==> config.mk <==
export PLATFORM = sky130hd
export DESIGN_NAME = inst_sequencer
export DESIGN_NICKNAME = d
export VERILOG_FILES = /design/src/rtl/inst_sequencer_pkg.sv /design/src/rtl/sat_counter.sv /design/src/rtl/inst_sequencer.sv
export SDC_FILE = /design/constraint.sdc
export NUM_CORES = 1
export LEC_CHECK = 0
export ABC_AREA = 1
export BUFFER_PORTS_ARGS = -buffer_cell sky130_fd_sc_hd__buf_2
export CAP_MARGIN = 25
export CORE_MARGIN = 5
export CORE_UTILIZATION = 45
export DETAILED_ROUTE_END_ITERATION = 10
export GPL_TIMING_DRIVEN = 1
export PLACE_DENSITY = 0.71
export SYNTH_ARGS = -nofsm -noshare
export SYNTH_HDL_FRONTEND = slang
export SYNTH_HIERARCHICAL = 1
export SYNTH_SLANG_ARGS = --single-unit
==> constraint.sdc <==
create_clock -name clk -period 1.5 [get_ports clk]
set_clock_uncertainty 0.2 [all_clocks]
set_input_delay 0.15 -clock clk [delete_from_list [all_inputs] [get_ports clk]]
set_output_delay 0.15 -clock clk [all_outputs]
set_load 0.05 [all_outputs]
==> src/rtl/inst_sequencer_pkg.sv <==
// Shared definitions for the instruction sequencer: 5-bit opcode values
// (taken from IR[7:3]) and the 2-bit sequencer state encoding.
package inst_sequencer_pkg;

  localparam logic [4:0] OP_NOP          = 5'b00000;
  localparam logic [4:0] OP_MOV_REG_RC   = 5'b00001;
  localparam logic [4:0] OP_MOV_CONST_RC = 5'b00010;
  localparam logic [4:0] OP_MOV_RC_REG   = 5'b00011;
  localparam logic [4:0] OP_MOV_REG_RA   = 5'b00100;
  localparam logic [4:0] OP_LOAD         = 5'b00101;
  localparam logic [4:0] OP_STORE        = 5'b00110;
  localparam logic [4:0] OP_NOT          = 5'b00111;
  localparam logic [4:0] OP_AND          = 5'b01001;
  localparam logic [4:0] OP_OR           = 5'b01010;
  localparam logic [4:0] OP_XOR          = 5'b01011;
  localparam logic [4:0] OP_HLT          = 5'b11111;

  typedef enum logic [1:0] {
    FETCH = 2'd0,
    MEM   = 2'd1,
    EXEC  = 2'd2,
    HALT  = 2'd3
  } seq_state_e;

  // Opcode field of an instruction byte.
  function automatic logic [4:0] opcode_of(input logic [7:0] ibyte);
    return ibyte[7:3];
  endfunction

endpackage

==> src/rtl/sat_counter.sv <==
// Saturating up-counter with synchronous clear and increment enable.
module sat_counter #(
  parameter int WIDTH = 16
) (
  input  logic             clk,
  input  logic             clr,
  input  logic             inc,
  output logic [WIDTH-1:0] count
);

  logic [WIDTH-1:0] count_q;
  logic [WIDTH-1:0] count_d;

  // Next count: hold at all-ones once reached.
  always_comb begin
    count_d = count_q;
    if (inc && (count_q != {WIDTH{1'b1}})) begin
      count_d = count_q + WIDTH'(1);
    end
  end

  // Count register; clear has priority.
  always_ff @(posedge clk) begin
    if (clr) begin
      count_q <= '0;
    end else begin
      count_q <= count_d;
    end
  end

  assign count = count_q;

endmodule

==> src/rtl/inst_sequencer.sv <==
// Fetch/execute sequencer: owns PC and IR, fetches over the imem handshake,
// sequences load/store over the dmem handshake, implements HLT and counts
// retired instructions. Optional macro SEQ_SINGLE_STEP_EN adds a debug
// single-step gate on instruction fetch.
// All handshake/control outputs are registered from the next state so that
// reset drives every one of them low on the following edge.
module inst_sequencer
  import inst_sequencer_pkg::*;
#(
  parameter int PC_WIDTH  = 8,
  parameter int RET_WIDTH = 16
) (
  input  logic                 clk,
  input  logic                 rst,
  output logic [PC_WIDTH-1:0]  imemAddr,
  output logic                 imemReq,
  input  logic                 imemAck,
  input  logic [7:0]           imemRdata,
  output logic [7:0]           inst,
  output logic                 execStrobe,
  output logic                 dmemReq,
  output logic                 dmemWe,
  input  logic                 dmemAck,
`ifdef SEQ_SINGLE_STEP_EN
  input  logic                 dbgStepMode,
  input  logic                 dbgStep,
`endif
  output logic                 halted,
  output logic [RET_WIDTH-1:0] retired
);

  seq_state_e          state_q, state_d;
  logic [PC_WIDTH-1:0] pc_q, pc_d;
  logic [7:0]          ir_q, ir_d;
  logic                imem_req_q, imem_req_d;
  logic                dmem_req_q, dmem_req_d;
  logic                dmem_we_q, dmem_we_d;
  logic                exec_q, exec_d;
  logic                halted_q, halted_d;
  logic [7:0]          inst_q, inst_d;
  logic                fetch_ack;
  logic                fetch_go;

  // An ack only counts while our request is actually on the bus.
  assign fetch_ack = (state_q == FETCH) && imem_req_q && imemAck;

`ifdef SEQ_SINGLE_STEP_EN
  logic step_pend_q, step_pend_d;

  // One pending step at most; consumed by the fetch ack it enabled.
  always_comb begin
    step_pend_d = (step_pend_q && !fetch_ack) || dbgStep;
    fetch_go    = !dbgStepMode || step_pend_d;
  end

  // Pending-step latch.
  always_ff @(posedge clk) begin
    if (rst) begin
      step_pend_q <= 1'b0;
    end else begin
      step_pend_q <= step_pend_d;
    end
  end
`else
  assign fetch_go = 1'b1;
`endif

  // Next-state, PC/IR update and next registered outputs.
  always_comb begin
    state_d = state_q;
    pc_d    = pc_q;
    ir_d    = ir_q;
    case (state_q)
      FETCH: begin
        if (fetch_ack) begin
          ir_d = imemRdata;
          pc_d = pc_q + PC_WIDTH'(1);
          case (opcode_of(imemRdata))
            OP_HLT:            state_d = HALT;
            OP_LOAD, OP_STORE: state_d = MEM;
            default:           state_d = EXEC;
          endcase
        end
      end
      MEM: begin
        if (dmemAck) begin
          state_d = EXEC;
        end
      end
      EXEC:    state_d = FETCH;
      default: state_d = HALT;
    endcase

    // Once raised, a fetch request is held until its ack.
    imem_req_d = (state_d == FETCH) &&
                 (fetch_go || ((state_q == FETCH) && imem_req_q));
    dmem_req_d = (state_d == MEM);
    dmem_we_d  = (state_d == MEM) && (opcode_of(ir_d) == OP_STORE);
    exec_d     = (state_d == EXEC);
    halted_d   = (state_d == HALT);
    // Control unit sees NOP unless an instruction is in flight.
    inst_d     = ((state_d == MEM) || (state_d == EXEC)) ? ir_d : 8'h00;
  end

  // State, PC, IR and output registers.
  always_ff @(posedge clk) begin
    if (rst) begin
      state_q    <= FETCH;
      pc_q       <= '0;
      ir_q       <= '0;
      imem_req_q <= 1'b0;
      dmem_req_q <= 1'b0;
      dmem_we_q  <= 1'b0;
      exec_q     <= 1'b0;
      halted_q   <= 1'b0;
      inst_q     <= '0;
    end else begin
      state_q    <= state_d;
      pc_q       <= pc_d;
      ir_q       <= ir_d;
      imem_req_q <= imem_req_d;
      dmem_req_q <= dmem_req_d;
      dmem_we_q  <= dmem_we_d;
      exec_q     <= exec_d;
      halted_q   <= halted_d;
      inst_q     <= inst_d;
    end
  end

  sat_counter #(
    .WIDTH (RET_WIDTH)
  ) u_retired (
    .clk   (clk),
    .clr   (rst),
    .inc   (state_q == EXEC),
    .count (retired)
  );

  assign imemAddr   = pc_q;
  assign imemReq    = imem_req_q;
  assign dmemReq    = dmem_req_q;
  assign dmemWe     = dmem_we_q;
  assign execStrobe = exec_q;
  assign halted     = halted_q;
  assign inst       = inst_q;

endmodule

======== After elaboration in Yosys (flattened, before gate mapping) ========
Index checks and enable logic that the tools add are counted.
word-level totals
  input bits .............................. 12
  output and inout bits ................... 37
  logic and storage cells ................. 39
  register bits after elaboration ......... 47
cells by class
  multiplexer cells ....................... 6
  eq/ne operators ......................... 10
  bitwise gates (word level) .............. 1
  reduce and logical (&&, ||, !) cells .... 10
  $add $sub $neg .......................... 2
operators with widths
  kind                     count
  $add A16 B1 Y16 const B  1
  $mux W8                  2
  $ne A16 B16 Y1 const B   1
  $eq A5 B3 Y1 const B     3
  $add A8 B1 Y8 const B    1
  $eq A2 B2 Y1 const B     3
  $pmux W2 S3              1
  $eq A5 B5 Y1 const B     1
  $eq A2 B1 Y1 const B     2
  $logic_and A1 B1 Y1      4
  $logic_not A2 Y1         2
  $mux W2                  2
  $pmux W2 S2              1
  $reduce_or A2 Y1         2
  $reduce_and A2 Y1        1
  $logic_or A1 B1 Y1       1
  $not A1 Y1               1

======== Longest topological paths before layout ========
Gate-level depths: netlist (run 1).
  depth after elaboration ................. 9
  depth in mapped cells ................... 11
  gate-level depth less buffers ........... 11

======== Modules after synthesis ========
The synthesis (run 1) kept the hierarchy.
by module, submodules not included
  module          area an instance (sq um)  cells an instance  times used  seq. area each (sq um)
  inst_sequencer  1213.7                    157                1           620.6
  sat_counter     929.6                     149                1           320.3

======== Least setup slack after synthesis (run 1) ========
OpenSTA, ideal clock, no wires.
  path kind ............................... flip-flop to flip-flop
  start ................................... register imem_req_q (netlist: imemReq)
  end ..................................... register inst_q[4] (netlist: inst[4])
  required time ........................... 1.175 ns
  buffers on the path ..................... 0
  data arrival time ....................... 1.690 ns
  library setup time ...................... 0.125 ns
  stages on the path, launching flop included .. 11
  clock period less this slack ............ 2.015 ns
  slack ................................... -0.515 ns
  cells stage by stage .................... dfxtp_1 -> nand2_1 -> inv_1 -> nand2_4 -> inv_2 -> nand2_1 -> nand2_1 -> inv_1 -> ha_1 -> nand2_1 -> nor2_1
between the ends
  cells in the longest elaborated chain, start to end .. 8
  elaborated cells on any way between the ends .. 11
  classes of those cells .................. eq/ne (2); mux (4); bitwise (1); reduce/logical (4)
ends and longest elaborated chain
  item                                          line                   text
  from (decl)                                   inst_sequencer.sv:35   logic imem_req_q, imem_req_d;
  from (signal assigned)                        inst_sequencer.sv:121  imem_req_q <= imem_req_d;
  $logic_and A1 B1 Y1 *                         --
  $logic_and A1 B1 Y1 *                         inst_sequencer.sv:45   assign fetch_ack = (state_q == FETCH) && imem_req_q && imemAck;
  $mux W2                                       inst_sequencer.sv:75   if (fetch_ack) begin
  $pmux W2 S3                                   inst_sequencer.sv:73   case (state_q)
  $eq A2 B1 Y1 or $eq A2 B2 Y1 (tied branches)  inst_sequencer.sv:102  inst_d = ((state_d == MEM) || (state_d == EXEC)) ? ir_d : 8'h00;
  $logic_or A1 B1 Y1                            inst_sequencer.sv:102
  $not A1 Y1 (no source line)                   --
  $reduce_or A2 Y1 (no source line)             --
  to (signal assigned)                          inst_sequencer.sv:126  inst_q <= inst_d;
  to (decl)                                     inst_sequencer.sv:40   logic [7:0] inst_q, inst_d;
Mark *: on every way between the ends. The rest lies on a longest branch, timed or not.
A chain may end at the register's enable or synchronous reset.

======== Worst setup path in the final report (run 1) ========
  start ................................... register state_q[1]
  end ..................................... register inst_q[3] (netlist: inst[3])
between the ends
  cells in the longest elaborated chain, start to end .. 9
  elaborated cells on any way between the ends .. 15
  classes of those cells .................. eq/ne (4); mux (5); bitwise (1); reduce/logical (5)
ends and longest elaborated chain
  item                                          line                                        text
  from (decl)                                   inst_sequencer.sv:32                        seq_state_e state_q, state_d;
  from (signal assigned)                        inst_sequencer.sv:118                       state_q <= state_d;
  $logic_not A2 Y1                              inst_sequencer.sv:45, inst_sequencer.sv:73
  $logic_and A1 B1 Y1                           --
  $logic_and A1 B1 Y1                           inst_sequencer.sv:45
  $mux W2                                       inst_sequencer.sv:75
  $pmux W2 S3                                   inst_sequencer.sv:73
  $eq A2 B1 Y1 or $eq A2 B2 Y1 (tied branches)  inst_sequencer.sv:102
  $logic_or A1 B1 Y1                            inst_sequencer.sv:102
  $not A1 Y1 (no source line)                   --
  $reduce_or A2 Y1 (no source line)             --
Parallel ways exist; a longest one is shown, timed or not.

==> run_results.csv, run 1 <==
group,metric,value,unit
setup_path,worst_path_largest_cell_delay,0.37,ns
timing,setup_repair_after_global_routing_missed_its_margin,"yes",
power,static-leakage-power,0.00151,uW
placement,estimated_wirelength_of_the_detail_placed_design,3710,microns
floorplan,die_area,6240,sq um
status,violations,"setup timing",
placement,place_inst,430,
setup_path,critical_path.cell_chain,"nor2_4 -> nand2_4 -> inv_4 -> nand2_2 -> nand2_2 -> inv_2 -> ha_4 -> nand2_8 -> nor2_4",
setup_path,cp_data_arrival_time,1.59,ns
detailed_routing,vias,2129,
grt,grt_pass1_wl,8370,microns
timing,post-route-worst-setup-slack,-0.0479,ns
detailed_routing,detailedRoute.firstPassIterationCount,4,
floorplan,die_height,79.0,microns
logic_synthesis,synthMostInstantiatedCell,"nand2_1",
timing,post-route-min-period,1.55,ns
setup_path,rr_endpoint,"inst[3]$_SDFF_PP0_",
hold_path,hold_critical_path_depth,3,
setup_path,critPathSlowestCell,"dfxtp_4",
grt,globalRoute.totalOverflow,0,
grt,grt_max_degree,17,
cells_and_area,design.final.nets,409,
logic_synthesis,synth_enable_flop_cells,0,
detailed_routing,drcViolationCount,0,
logic_synthesis,syn_inst,306,
hold_path,hp-class,"in2reg",
detailed_routing,wire_per_inst,11.4,microns
logic_synthesis,yosys_warnings,6,
logic_synthesis,yosys-top-cells-area,"dfxtp_1 (44%), nand2_1 (14%), nor2_1 (12%)",
cells_and_area,synthToLayoutAreaGrowth,45.4,%
clocking,clk-insertion-delay-late,0.30,ns
logic_synthesis,postSynthAreaPerCell,7.00,sq um
job,timing.max_cap.violations,0,
grt,first_global_vias,1973,
timing,clock.fmax,646,MHz
floorplan,die-width,79.0,microns
cells_and_area,fillCellCount,384,
power,fin_total_pwr,2520,uW
timing,worstMarginPinSlew,0.519,ns
floorplan,core,4660,sq um
clocking,ctsHtreeMaxLevel,2,
timing,max_transition_viols_final,0,
timing,maxSlewHeadroom,65.4,%
cells_and_area,layoutNonFillerInstCount,448,
detailed_routing,antenna_violating_nets_left,0,
timing,hold_viol,0,
logic_synthesis,synth_cell_types,28,
detailed_routing,detail_route.wirelength.met1,2210,microns
clocking,numCtsBuffers,5,
logic_synthesis,synth.largest_area_cell,"dfxtp_1",
logic_synthesis,yosysTopAreaCellShare,43.9,%
setup_path,ff2ff_path_depth,9,
detailed_routing,finalWirelength,5110,microns
hold_path,min_delay_worst_endpoint,"state_q[0]$_SDFF_PP0_",
grt,grt_antenna_before_repair,0,
logic_synthesis,share_of_synthesized_flip_flops_with_an_asynchronous_set_or_reset,0,%
floorplan,initial_utilization,46.0,%
placement,gpl.final_weighted_congestion,0.849,
cells_and_area,num_antenna_cells,0,
timing,worst_hold_slack,0.0104,ns
timing,setup_viol,10,
logic_synthesis,post_synth_instance_area,2140,sq um
logic_synthesis,synth_flop_cell,"dfxtp_1",
power,vdd_ir_drop_max,706,uV
setup_path,path_max_fanout,8,
clocking,tritoncts_num_sinks,47,
clocking,tritoncts,"built",
setup_path,reg2reg_slack,-0.05,ns
floorplan,placement_rows,25,
detailed_routing,detail_route.vias_per_cell,4.75,
logic_synthesis,syn_nets,322,
setup_path,crit_family,"simple AND/OR/NAND/NOR gates",
detailed_routing,met3_wirelength,331,microns
logic_synthesis,most_frequent_cells_after_synthesis,"nand2_1 (78), nor2_1 (70), dfxtp_1 (47), inv_1 (33), nand3_1 (15)",
setup_path,reg2reg_from,"state_q[1]$_SDFF_PP0_",
placement,detailedPlace.worstSlack,-0.0698,ns
hold_path,worst_hold_startpoint,"rst",
setup_path,critPathLaunchType,"register",
setup_path,required_time_of_the_critical_path,1.54,ns
setup_path,end_kind,"register",
setup_path,cp.buffers_inverters,2,
clocking,cts-root-buf,"clkbuf_8",
power,power.density,808,nW/um^2
detailed_routing,drtIter0Drc,70,
cells_and_area,drive_gt1_share,42.4,%
detailed_routing,wl_met2,2550,microns
grt,grt_use_total,16.7,%
clocking,cts.clk_slew.worst_paths,0.09,ns
placement,port_buffers,48,
detailed_routing,topRoutingLayerUsed,"met4",
cells_and_area,final_core_utilization,66.9,%
floorplan,io_pins,49,
logic_synthesis,seq_area_frac_synth,43.9,%
timing,period_share,103,%
setup_path,timing_worst_setup_path_type,"reg2reg",
logic_synthesis,ys_seq_elements,47,
clocking,clk_path_buf_depth,2,
status,status,"complete, but fails checks",
kinds of logic (layout without fill, tap and decap cells):
| kind of cell | count (synthesis) | in the layout | synth area share [%] |
|---|---|---|---|
| adder cells (fa/ha/maj) | 4 | 4 | 2.34 |
| multiplexers | 3 | 3 | 1.40 |
| AND/OR/NAND/NOR | 191 | 191 | 39.5 |
| buffers and inverters | 39 | 127 | 7.41 |
| AO/OA/AOI/OAI | 22 | 22 | 5.43 |
| flip-flops | 47 | 47 | 43.9 |
metrics by stage:
stage,cell area [sq um],setup TNS [ns]
floorplan,2280,-0.719
global placement,2770,-0.227
detailed placement,2770,-0.535
CTS,2940,-0.233
global route,3120,-2.55
finish,3120,-0.282
tightest hold or removal path, stage by stage:
cell and delay, ns:
buf_2 0.12, buf_4 0.16, nor2_1 0.05
report_power, final:
part / switching (uW) / internal (uW) / leakage [uW]
Sequential: 17.0 / 1250 / 0.000397
Clock: 425 / 473 / 0.0000594
Combinational: 213 / 140 / 0.00106
timing repair:
action                                  CTS  global route
cloned                                    0             0
pin swaps                                 9            15
gates resized for setup                   2            43
buffers inserted                          2             4
hold buffers                              4             0
endpoints found under the hold margin    12             0
endpoints found under the setup margin   20            32
sequential cells by signal (all words and copies together) (netlist names):
signal and flops:
imemReq 1, ir_q 8, imemAddr 8, dmemReq 1, execStrobe 1, u_retired/count 16, inst 8, state_q 2
halted 1, dmemWe 1
layout make-up:
cell class,count,area [sq um],share of cell area (%)
Clock inverter,1,5.00,0.161
Timing Repair Buffer,84,544,17.5
Multi-Input combinational cell,220,1240,39.8
Tap cell,54,67.6,2.17
Clock buffer,7,108,3.45
Sequential cell,47,1010,32.6
Inverter,35,136,4.38
placed cells by master (no fill, tap or decap), drive strengths merged, types with 7 or more instances in the layout:
master  count
a21oi      12
buf        80
clkbuf      7
dfxtp      47
inv        34
nand2      81
nand3      15
nor2       85
o21ai       9
metal layers:
| metal | global-route usage (%) | up-vias |
|---|---|---|
| li1 | - | 1125 |
| met1 | 18.7 | 949 |
| met3 | 5.90 | 2 |
| met2 | 29.7 | 53 |
| met5 | 0 | - |
| met4 | 4.81 | 0 |
worst max-delay path by stage:
| stage | from | cells past startpoint | end | slack [ns] |
|---|---|---|---|---|
| floorplan | imemReq$_SDFF_PP0_ | 10 | inst[4]$_SDFF_PP0_ | -0.08 |
| global placement | state_q[0]$_SDFF_PP0_ | 9 | inst[6]$_SDFF_PP0_ | -0.03 |
| detailed placement | state_q[1]$_SDFF_PP0_ | 8 | u_retired/count[13]$_SDFFE_PP0P_ | -0.07 |
| CTS | state_q[1]$_SDFF_PP0_ | 9 | inst[0]$_SDFF_PP0_ | -0.03 |
| global route | state_q[1]$_SDFF_PP0_ | 8 | u_retired/count[13]$_SDFFE_PP0P_ | -0.15 |
| finish | state_q[1]$_SDFF_PP0_ | 9 | inst[3]$_SDFF_PP0_ | -0.05 |
No activity file was read; power rests on OpenSTA's default activity.
==> inputs of run 2 (changes only) <==
- ABC_AREA: 1 -> not set
==> run_results.csv, run 2 <==
group,metric,value,unit
timing,clock.fmax,557,MHz
floorplan,die-width,78.1,microns
setup_path,critPathLaunchType,"register",
clocking,tritoncts_num_sinks,47,
hold_path,hp-class,"in2reg",
timing,worstMarginPinSlew,0.490,ns
setup_path,timing_worst_setup_path_type,"reg2reg",
timing,setup_total_negative_slack,-6.51,ns
logic_synthesis,synth.largest_area_cell,"dfxtp_1",
detailed_routing,wire_per_inst,15.7,microns
clocking,numCtsBuffers,5,
logic_synthesis,share_of_synthesized_flip_flops_with_an_asynchronous_set_or_reset,0,%
grt,grt_pass1_wl,9680,microns
clocking,cts.clk_slew.worst_paths,0.09,ns
logic_synthesis,ys_seq_elements,47,
timing,worst_hold_slack,0.0369,ns
clocking,cts-root-buf,"clkbuf_8",
logic_synthesis,most_frequent_cells_after_synthesis,"dfxtp_1 (47), nor2_1 (25), a21oi_1 (16), nand2_1 (16)",
logic_synthesis,syn_nets,234,
logic_synthesis,seq_area_frac_synth,45.0,%
detailed_routing,drcViolationCount,0,
logic_synthesis,post_synth_instance_area,2090,sq um
timing,max_transition_viols_final,0,
grt,first_global_vias,2070,
cells_and_area,synthToLayoutAreaGrowth,63.2,%
cells_and_area,multi_input_comb_area,1370,sq um
setup_path,path_max_fanout,4,
detailed_routing,detail_route.vias_per_cell,5.32,
setup_path,cp_data_arrival_time,1.83,ns
cells_and_area,fillCellCount,257,
detailed_routing,drtIter0Drc,96,
detailed_routing,antenna_violating_nets_left,0,
setup_path,end_kind,"register",
floorplan,die_area,6110,sq um
logic_synthesis,synth_cell_types,46,
clocking,ctsHtreeMaxLevel,2,
timing,hold_viol,0,
logic_synthesis,syn_inst,218,
clocking,clk_path_buf_depth,2,
logic_synthesis,yosys-top-cells-area,"dfxtp_1 (45%), nor2_1 (4.5%), a21oi_1 (3.8%)",
power,power.density,731,nW/um^2
detailed_routing,finalWirelength,6070,microns
power,vdd_ir_drop_max,532,uV
detailed_routing,detailedRoute.firstPassIterationCount,4,
cells_and_area,largest_register_ffs,16,
clocking,clk-insertion-delay-late,0.31,ns
status,violations,"setup timing",
clocking,tritoncts,"built",
setup_path,required_time_of_the_critical_path,1.53,ns
grt,grt_antenna_before_repair,0,
floorplan,core,4440,sq um
placement,gpl.final_weighted_congestion,0.794,
setup_path,reg2reg_slack,-0.30,ns
placement,placed_area,2850,sq um
logic_synthesis,yosys_warnings,6,
logic_synthesis,synth_flop_cell,"dfxtp_1",
grt,grt_use_total,19.6,%
detailed_routing,vias,2060,
cells_and_area,most_common_cell_after_layout_fill_and_taps_aside,"buf_2",
floorplan,die_height,78.1,microns
placement,estimated_wirelength_of_the_detail_placed_design,3660,microns
timing,post-route-min-period,1.80,ns
timing,maxSlewHeadroom,66.9,%
timing,period_share,120,%
logic_synthesis,synth_enable_flop_cells,0,
logic_synthesis,synthMostInstantiatedCell,"dfxtp_1",
cells_and_area,drive_gt1_share,60.0,%
logic_synthesis,postSynthAreaPerCell,9.58,sq um
logic_synthesis,yosysTopAreaCellShare,45.0,%
cells_and_area,num_antenna_cells,0,
job,timing.max_cap.violations,0,
grt,grt_max_degree,19,
cells_and_area,regArea,1010,sq um
cells_and_area,commonest_non_fill_non_tap_cells_in_the_layout,"buf_2 (48), buf_4 (47), dfxtp_1 (22)",
floorplan,placement_rows,24,
timing,setup_viol,40,
floorplan,initial_utilization,47.0,%
floorplan,io_pins,49,
timing,setup_repair_after_global_routing_missed_its_margin,"yes",
power,static-leakage-power,0.00148,uW
cells_and_area,design.final.nets,350,
grt,globalRoute.totalOverflow,0,
status,status,"complete, but fails checks",
placement,port_buffers,48,
cells_and_area,fin_area,3410,sq um
timing,post-route-worst-setup-slack,-0.296,ns
==> run 2: changes by cell type in the layout (fill, tap and decap cells not counted), sizes merged, moves of 5 or more <==
cell and change:
nor2b +5, buf +32, nand2 -63, inv -28
xnor2 +5, nand3 -8, nor2 -60, nand4 +5
or4 +7, o31ai +6
==> run 2: worst paths after layout <==
| check | startpoint | endpoint | cells past startpoint |
|---|---|---|---|
| worst min register to register | ir_q[0]$_SDFF_PP0_ | ir_q[0]$_SDFF_PP0_ | 2 |
| worst min-delay path | imemRdata[7] | ir_q[7]$_SDFF_PP0_ | 4 |
| worst max register to register | u_retired/count[12]$_SDFFE_PP0P_ | u_retired/count[15]$_SDFFE_PP0P_ | 4 |
| worst max-delay path | u_retired/count[12]$_SDFFE_PP0P_ | u_retired/count[15]$_SDFFE_PP0P_ | 4 |
==> run 2: critical path, cell delays in order (launching register included) <==
cell and delay, ns:
dfxtp_4 0.38, nand3_4 0.09, or4_4 0.50, or4_4 0.43, a21oi_2 0.12
==> run 2: area by class of cell <==
type | count | area share [%]
multi-input cells | 158 | 40.2
flip-flops and latches | 47 | 29.8
repair buffers | 117 | 24.5
clock buffers | 7 | 2.86
well taps | 52 | 1.91
inverters | 5 | 0.624
clock inverters | 1 | 0.183
==> run 2: layer usage <==
layer,part of all wire (%),track usage [%],up-vias
li1,-,-,1018
met1,41,23.4,987
met2,53,35.0,43
met3,3.9,4.35,12
met4,1.8,6.12,0
met5,0,0,-
==> run 2: power breakdown <==
part | total (uW) | internal, uW | leakage (uW) | switching (uW)
Combinational | 361 | 167 | 0.00103 | 195
Clock | 866 | 432 | 0.0000539 | 434
Sequential | 1270 | 1250 | 0.000398 | 20.5
==> run 2: logic make-up (layout without fill, tap and decap cells) <==
group / Yosys count / after routing / synth area share (%)
XOR/XNOR: 9 / 9 / 3.77
AO/OA/AOI/OAI: 35 / 35 / 11.7
flip-flops: 47 / 47 / 45.0
multiplexers: 6 / 6 / 2.93
buffers and inverters: 13 / 130 / 3.11
adder cells (fa/ha/maj): 4 / 4 / 2.40
AND/OR/NAND/NOR: 104 / 104 / 31.1
==> run 2: metrics by stage <==
| step | total power (uW) | utilization [%] | worst slack, ns | instances |
|---|---|---|---|---|
| floorplan | 1460 | - | -0.341 | 218 |
| global placement | 1550 | 64.2 | -0.285 | 361 |
| detailed placement | 1550 | 64.2 | -0.273 | 361 |
| CTS | 2450 | 72.8 | -0.274 | 384 |
| global route | 2590 | 76.7 | -0.362 | 387 |
| finish | 2490 | 76.7 | -0.296 | 387 |
==> run 2: timing repair <==
item	4_1_cts	5_1_grt
hold endpoints to repair	6	0
gates resized for setup	41	36
setup endpoints to repair	36	45
buffers inserted	10	6
pin swaps	22	17
hold buffers	5	0
